$ cat src/rtl/clk_div_multi.sv
// clk_div_multi: multi-channel programmable clock divider with lock indication.
// Each channel has a registered divided-clock waveform and a one-cycle enable
// pulse. Divisor updates are deferred to the period boundary so that no runt
// pulse is produced.
// Optional build macro CLK_DIV_MULTI_PHASE_EN adds per-channel phase offsets
// that are loaded into the counters on sync.
//
// Lock FSM:
//   state    | meaning
//   UNLOCKED | every channel stopped (N=0), nothing to lock to
//   SETTLING | divisor or sync changed recently, counting down lcnt
//   LOCKED   | all divisors applied and settle time elapsed
module clk_div_multi #(
  parameter int CHANNELS    = 4,
  parameter int DIV_WIDTH   = 8,
  parameter int DIV_DEFAULT = 2,
  parameter int LOCK_CYCLES = 16
) (
  input  logic                 clk,
  input  logic                 rst_n,
  input  logic [CHANNELS-1:0]  div_wr,
  input  logic [DIV_WIDTH-1:0] div_data,
  input  logic                 sync,
`ifdef CLK_DIV_MULTI_PHASE_EN
  input  logic [CHANNELS-1:0]  phase_wr,
  input  logic [DIV_WIDTH-1:0] phase_data,
`endif
  output logic [CHANNELS-1:0]  clk_out,
  output logic [CHANNELS-1:0]  clk_en,
  output logic                 locked
);

  localparam int LW = $clog2(LOCK_CYCLES + 1);
  localparam logic [DIV_WIDTH-1:0] DIV_RST  = DIV_WIDTH'(DIV_DEFAULT);
  localparam logic [LW-1:0]        LCNT_RST = LW'(LOCK_CYCLES);

  typedef enum logic [1:0] {UNLOCKED, SETTLING, LOCKED} lock_state_t;

  logic [DIV_WIDTH-1:0] cnt      [CHANNELS];
  logic [DIV_WIDTH-1:0] div      [CHANNELS];
  logic [DIV_WIDTH-1:0] pend     [CHANNELS];
  logic [DIV_WIDTH:0]   half     [CHANNELS];
  logic [DIV_WIDTH-1:0] sync_div [CHANNELS];
  logic [DIV_WIDTH-1:0] sync_cnt [CHANNELS];
  logic [CHANNELS-1:0]  pend_vld;
  logic [CHANNELS-1:0]  stopped;
  logic [CHANNELS-1:0]  wrap;

  lock_state_t    state, state_nxt;
  logic [LW-1:0]  lcnt, lcnt_nxt;

`ifdef CLK_DIV_MULTI_PHASE_EN
  logic [DIV_WIDTH-1:0] phase [CHANNELS];

  // Phase offset registers, only consulted on sync.
  always_ff @(posedge clk) begin
    for (int i = 0; i < CHANNELS; i++) begin
      if (!rst_n)           phase[i] <= '0;
      else if (phase_wr[i]) phase[i] <= phase_data;
    end
  end
`endif

  // Per-channel decode: wrap point, high-time threshold, divisor/count loaded by sync.
  always_comb begin
    for (int i = 0; i < CHANNELS; i++) begin
      stopped[i]  = (div[i] == '0);
      wrap[i]     = !stopped[i] && (cnt[i] == div[i] - DIV_WIDTH'(1));
      half[i]     = ({1'b0, div[i]} + (DIV_WIDTH+1)'(1)) >> 1;
      sync_div[i] = div_wr[i] ? div_data : (pend_vld[i] ? pend[i] : div[i]);
      sync_cnt[i] = '0;
`ifdef CLK_DIV_MULTI_PHASE_EN
      if (phase[i] >= sync_div[i])
        sync_cnt[i] = (sync_div[i] == '0) ? '0 : sync_div[i] - DIV_WIDTH'(1);
      else
        sync_cnt[i] = phase[i];
`endif
    end
  end

  // Channel counters, pending divisor handling and registered outputs.
  always_ff @(posedge clk) begin
    if (!rst_n) begin
      for (int i = 0; i < CHANNELS; i++) begin
        cnt[i]  <= '0;
        div[i]  <= DIV_RST;
        pend[i] <= DIV_RST;
      end
      pend_vld <= '0;
      clk_out  <= '0;
      clk_en   <= '0;
    end else begin
      for (int i = 0; i < CHANNELS; i++) begin
        clk_en[i]  <= !stopped[i] && (cnt[i] == '0);
        clk_out[i] <= !stopped[i] && ({1'b0, cnt[i]} < half[i]);
        if (div_wr[i]) pend[i] <= div_data;
        if (sync) begin
          cnt[i]      <= sync_cnt[i];
          div[i]      <= sync_div[i];
          pend_vld[i] <= 1'b0;
        end else begin
          if (stopped[i] || wrap[i]) cnt[i] <= '0;
          else                       cnt[i] <= cnt[i] + DIV_WIDTH'(1);
          // A stopped channel picks up its new divisor on the next cycle;
          // a running one only at its wrap so the current period completes.
          if ((stopped[i] || wrap[i]) && pend_vld[i]) begin
            div[i]      <= pend[i];
            pend_vld[i] <= div_wr[i];
          end else if (div_wr[i]) begin
            pend_vld[i] <= 1'b1;
          end
        end
      end
    end
  end

  // Lock FSM state register.
  always_ff @(posedge clk) begin
    if (!rst_n) begin
      state <= SETTLING;
      lcnt  <= LCNT_RST;
    end else begin
      state <= state_nxt;
      lcnt  <= lcnt_nxt;
    end
  end

  // Lock FSM next state: any write or sync restarts settling; countdown holds while divisors are pending.
  always_comb begin
    state_nxt = state;
    lcnt_nxt  = lcnt;
    if ((|div_wr) || sync) begin
      state_nxt = SETTLING;
      lcnt_nxt  = LCNT_RST;
    end else begin
      case (state)
        SETTLING: begin
          if (&stopped && !(|pend_vld)) begin
            state_nxt = UNLOCKED;
          end else if (!(|pend_vld)) begin
            if (lcnt == LW'(1)) state_nxt = LOCKED;
            else                lcnt_nxt  = lcnt - LW'(1);
          end
        end
        default: ;
      endcase
    end
  end

  assign locked = (state == LOCKED);

endmodule

$ cat config.mk
export PLATFORM = sky130hd
export DESIGN_NAME = clk_div_multi
export DESIGN_NICKNAME = d
export VERILOG_FILES = /design/src/rtl/clk_div_multi.sv
export SDC_FILE = /design/constraint.sdc
export NUM_CORES = 1
export LEC_CHECK = 0
export CAP_MARGIN = 20
export CORE_MARGIN = 10
export CORE_UTILIZATION = 31
export CTS_CLUSTER_DIAMETER = 200
export CTS_CLUSTER_SIZE = 12
export DETAILED_ROUTE_END_ITERATION = 6
export MAX_ROUTING_LAYER = met4
export SYNTH_ARGS = -nofsm -noshare
export SYNTH_HDL_FRONTEND = slang
export SYNTH_SLANG_ARGS = --single-unit
$ cat constraint.sdc
create_clock -name clk -period 3.4 [get_ports clk]
set_clock_uncertainty 0.05 [all_clocks]
set_input_delay 0.51 -clock clk [delete_from_list [all_inputs] [get_ports clk]]
set_output_delay 0.51 -clock clk [all_outputs]
set_load 0.005 [all_outputs]
==> key figures <==
Run status
  • Status: finished, final reports clean

Global routing
  • Largest net degree at the start of global routing: 42
  • Number of global-route vias before repair: 5475
  • Global-route wire length before repair: 28.65 mm
  • Grt total ovfl: 0
  • Global router's overall resource usage: 11.89%
  • Number of antenna violations at the first check in global routing: 0

Floorplanning
  • Area inside the core boundary: 23470 µm²
  • Placement row count: 56
  • Floorplan die height: 174.5 µm
  • Die outline width: 174.5 µm
  • Area of the die: 30440 µm²
  • Number of placed I/O pins: 24
  • Initial core utilization: 31.51%

Detailed routing
  • DRC violations left: 0
  • Via density per instance: 5.009
  • Post-DR wirelength/cell: 15.48 µm
  • Via count: 5620
  • Total Routed Length: 17.37 mm
  • Initial DRC count: 360
  • Length of the first detailed-routing pass in iterations: 5
  • Final ANT Viol Nets: 0

Synth
  • Most numerous cell in the Yosys netlist: edfxtp_1
  • Area share of xor/xnor cells in the synthesized design: 10.78%
  • Cell taking the most area after synthesis: edfxtp_1
  • Flip-flop cell with the highest count after synthesis: edfxtp_1
  • Cell count after synthesis: 738
  • Synthesized-area fraction occupied by adder cells: 8.459%
  • Simple-gate portion of the synthesized area: 21.76%
  • Yosys warning count: 0
  • Synth async-reset ratio: 0%
  • Synth cell count leaders: 96 x edfxtp_1, 52 x nand3_1, 50 x ha_1
  • Synthesized area: 7396 µm²
  • Main area contributors after synthesis: edfxtp_1 39%, ha_1 8.5%, xor2_1 5.8%, dfxtp_1 5.1%, xnor2_1 5.0%
  • Average cell area after synthesis: 10.02 µm²
  • Fraction of synthesized cell area taken by the top area cell type: 38.98%
  • Synth unique cells: 62
  • Mux cell area share after synthesis: 0.2876%
  • Fraction of the mapped netlist area in compound gates: 10.73%
  • Share of synthesized area occupied by flip-flops and latches: 44.12%
  • Number of synthesized register bits: 115
  • Combinational family with the most area after synthesis: simple AND/OR/NAND/NOR gates
  • Number of enable-type register cells in the synthesized netlist: 96

STA
  • Minimum clock period after layout: 2.932 ns
  • Highest achievable clock rate: 341.0 MHz
  • Number of max-slew violations in the final report: 0
  • Setup Viol. Count Final: 0
  • Unrepaired setup endpoints after global routing: no
  • Final setup TNS: 0 ns
  • Final hold violations: 0
  • Worst Tran Pin Value: 0.7469 ns
  • Post-route fraction of the period consumed by the critical path: 86.24%
  • Slew HR: 49.51%

Critical path
  • Stage delay of the slowest cell on the critical path: 0.46 ns
  • Worst-path fanout max: 10
  • Critical Path Slowest Stage Cell: edfxtp_1
  • Critical register-to-register path endpoint: div[3][3]
  • Crit-path cells: inv_1, ha_1, nor3b_1, mux2_2, mux2i_1, o21ai_0, and3_1, a2bb2oi_1, buf_4
  • Kind of launch point of the worst setup path: register
  • Category of the most critical setup path: register to register
  • Reg-to-reg slack, setup: 0.47 ns
  • Nature of the critical path endpoint: register
  • Worst Path Arrival: 3.00 ns
  • Worst reg2reg path startpoint: div[3][0]
  • WP data required: 3.47 ns
  • Count of cells along the worst register-to-register path: 9

Hold path
  • Class of the worst hold path: register to register
  • Min-Delay Startpoint: state[1]
  • Hold path endpoint: state[1]
  • Hold path depth: 2

Pwr
  • Overall power of the completed layout: 4.123 mW
  • Static leakage: 3.386 nW
  • Power density of the placed cells: 472.4 nW/µm²
  • Peak supply drop: 0.2351 mV

Clock tree
  • Number of clock sinks: 115
  • Depth of the CTS H-tree: 4
  • Resized Gates After CTS: 0
  • Max Root-Sink Buffers: 2
  • Number of buffers created by CTS: 17
  • TritonCTS clock tree: built
  • Hold-fix buffers, CTS: 0
  • Skew-Pair Late Insertion Delay: 0.42 ns
  • Cell at the root of the clock tree: clkbuf_16
  • Clk slew on worst S/H paths: 0.06 ns
  • Buffers inserted during post-CTS setup optimization: 0

Place
  • Gp weighted congestion: 0.8615
  • PortBufs: 23
  • Detailed Place HPWL: 12.23 mm

Finish
  • # diodes: 0
  • Area growth from synthesis to layout: 18.02%
  • Fraction of final layout cells sized beyond drive strength 1: 7.472%
  • Nets@finish: 855

Job
  • Number of max-cap violations: 0
[stage by stage]
step | setup WS, ns | std cells | hold WS, ns | area [µm²] | util (%)
3_5_place_dp | 0.5045 | 1090 | 0.4352 | 8120 | 34.59
6_report | 0.4677 | 1122 | 0.4431 | 8728 | 37.19
2_1_floorplan | 0.4609 | 769 | 0.4055 | 7512 | -
3_3_place_gp | 0.5339 | 1090 | 0.4263 | 8120 | 34.59
4_1_cts | 0.4926 | 1122 | 0.4529 | 8728 | 37.19
5_1_grt | 0.1526 | 1122 | 0.4747 | 8728 | 37.19
[kinds of logic after synthesis]
group | after synthesis
and+or+nand+nor | 292
DFF | 115
AOI/OAI and AO/OA | 114
xor gates and xnor gates | 91
buffers and inverters | 73
adders and majority gates | 50
muxes | 2
other | 1
[per-layer routing]
| layer | wire length (µm) | track usage (%) | vias up |
|---|---|---|---|
| li1 | - | - | 2800 |
| met1 | 8582 | 15.73 | 2686 |
| met2 | 7918 | 17.70 | 119 |
| met3 | 658 | 2.514 | 15 |
| met4 | 211 | 3.954 | 0 |
| met5 | 0 | - | - |
[cells in the final DEF, fill, tap and decap left out, drive strengths merged, types with 5 or more instances in the layout]
cell,synthesis,routed
a21o,17,17
a21oi,27,27
a22o,8,8
a22oi,7,7
and2,5,5
and3,45,45
buf,5,20
clkbuf,35,18
clkdlybuf4s50,0,22
conb,1,32
dfxtp,19,19
edfxtp,96,96
ha,50,50
inv,33,37
nand2,47,47
nand2b,16,16
nand3,53,53
nand3b,5,5
nand4,9,9
nor2,33,33
nor2b,6,6
nor3,25,25
nor4,23,23
nor4b,8,8
o21ai,18,18
o31ai,8,8
xnor2,42,42
xor2,49,49
[area by class of cell]
| class | count | area [µm²] |
|---|---|---|
| Fill cell | 2379 | 14740 |
| Multi-Input combinational cell | 581 | 3966 |
| Sequential cell | 115 | 3263 |
| Clock buffer | 18 | 429.2 |
| Tap cell | 319 | 399.1 |
| Timing Repair Buffer | 42 | 367.9 |
| Clock inverter | 14 | 178.9 |
| Inverter | 33 | 123.9 |
[power breakdown]
part / total [mW] / internal (mW) / switching (mW)
Sequential: 1.76 / 1.63 / 0.125
Clock: 1.86 / 1.16 / 0.696
Combinational: 0.505 / 0.238 / 0.267
[worst max-delay path, delay by kind of cell, from the launching register on]
| kind | cells | cell delay [ns] |
|---|---|---|
| DFF | 1 | 0.46 |
| and+or+nand+nor | 2 | 0.85 |
| adders and majority gates | 1 | 0.19 |
| buffers and inverters | 2 | 0.34 |
| AOI/OAI and AO/OA | 2 | 0.44 |
| muxes | 2 | 0.32 |
[sequential cells by signal (all words and copies together), names as in the netlist]
| register | flops |
|---|---|
| cnt | 32 |
| div | 32 |
| pend | 32 |
| lcnt | 5 |
| clk_en | 4 |
| clk_out | 4 |
| pend_vld | 4 |
| state | 2 |
[worst max-delay path by stage]
stage | startpoint | endpoint | slack, ns | cells past startpoint
after global placement | div[1][2] | lcnt[4] | 0.53 | 6
after CTS | div[0][2] | div[0][2] | 0.49 | 7
final | div[3][0] | div[3][3] | 0.47 | 9
after detailed placement | div[1][2] | lcnt[4] | 0.50 | 6
after floorplan | div[3][0] | div[3][0] | 0.46 | 9
after global routing | div[0][2] | div[0][1] | 0.15 | 7
Power figures use the tool's default switching activity.
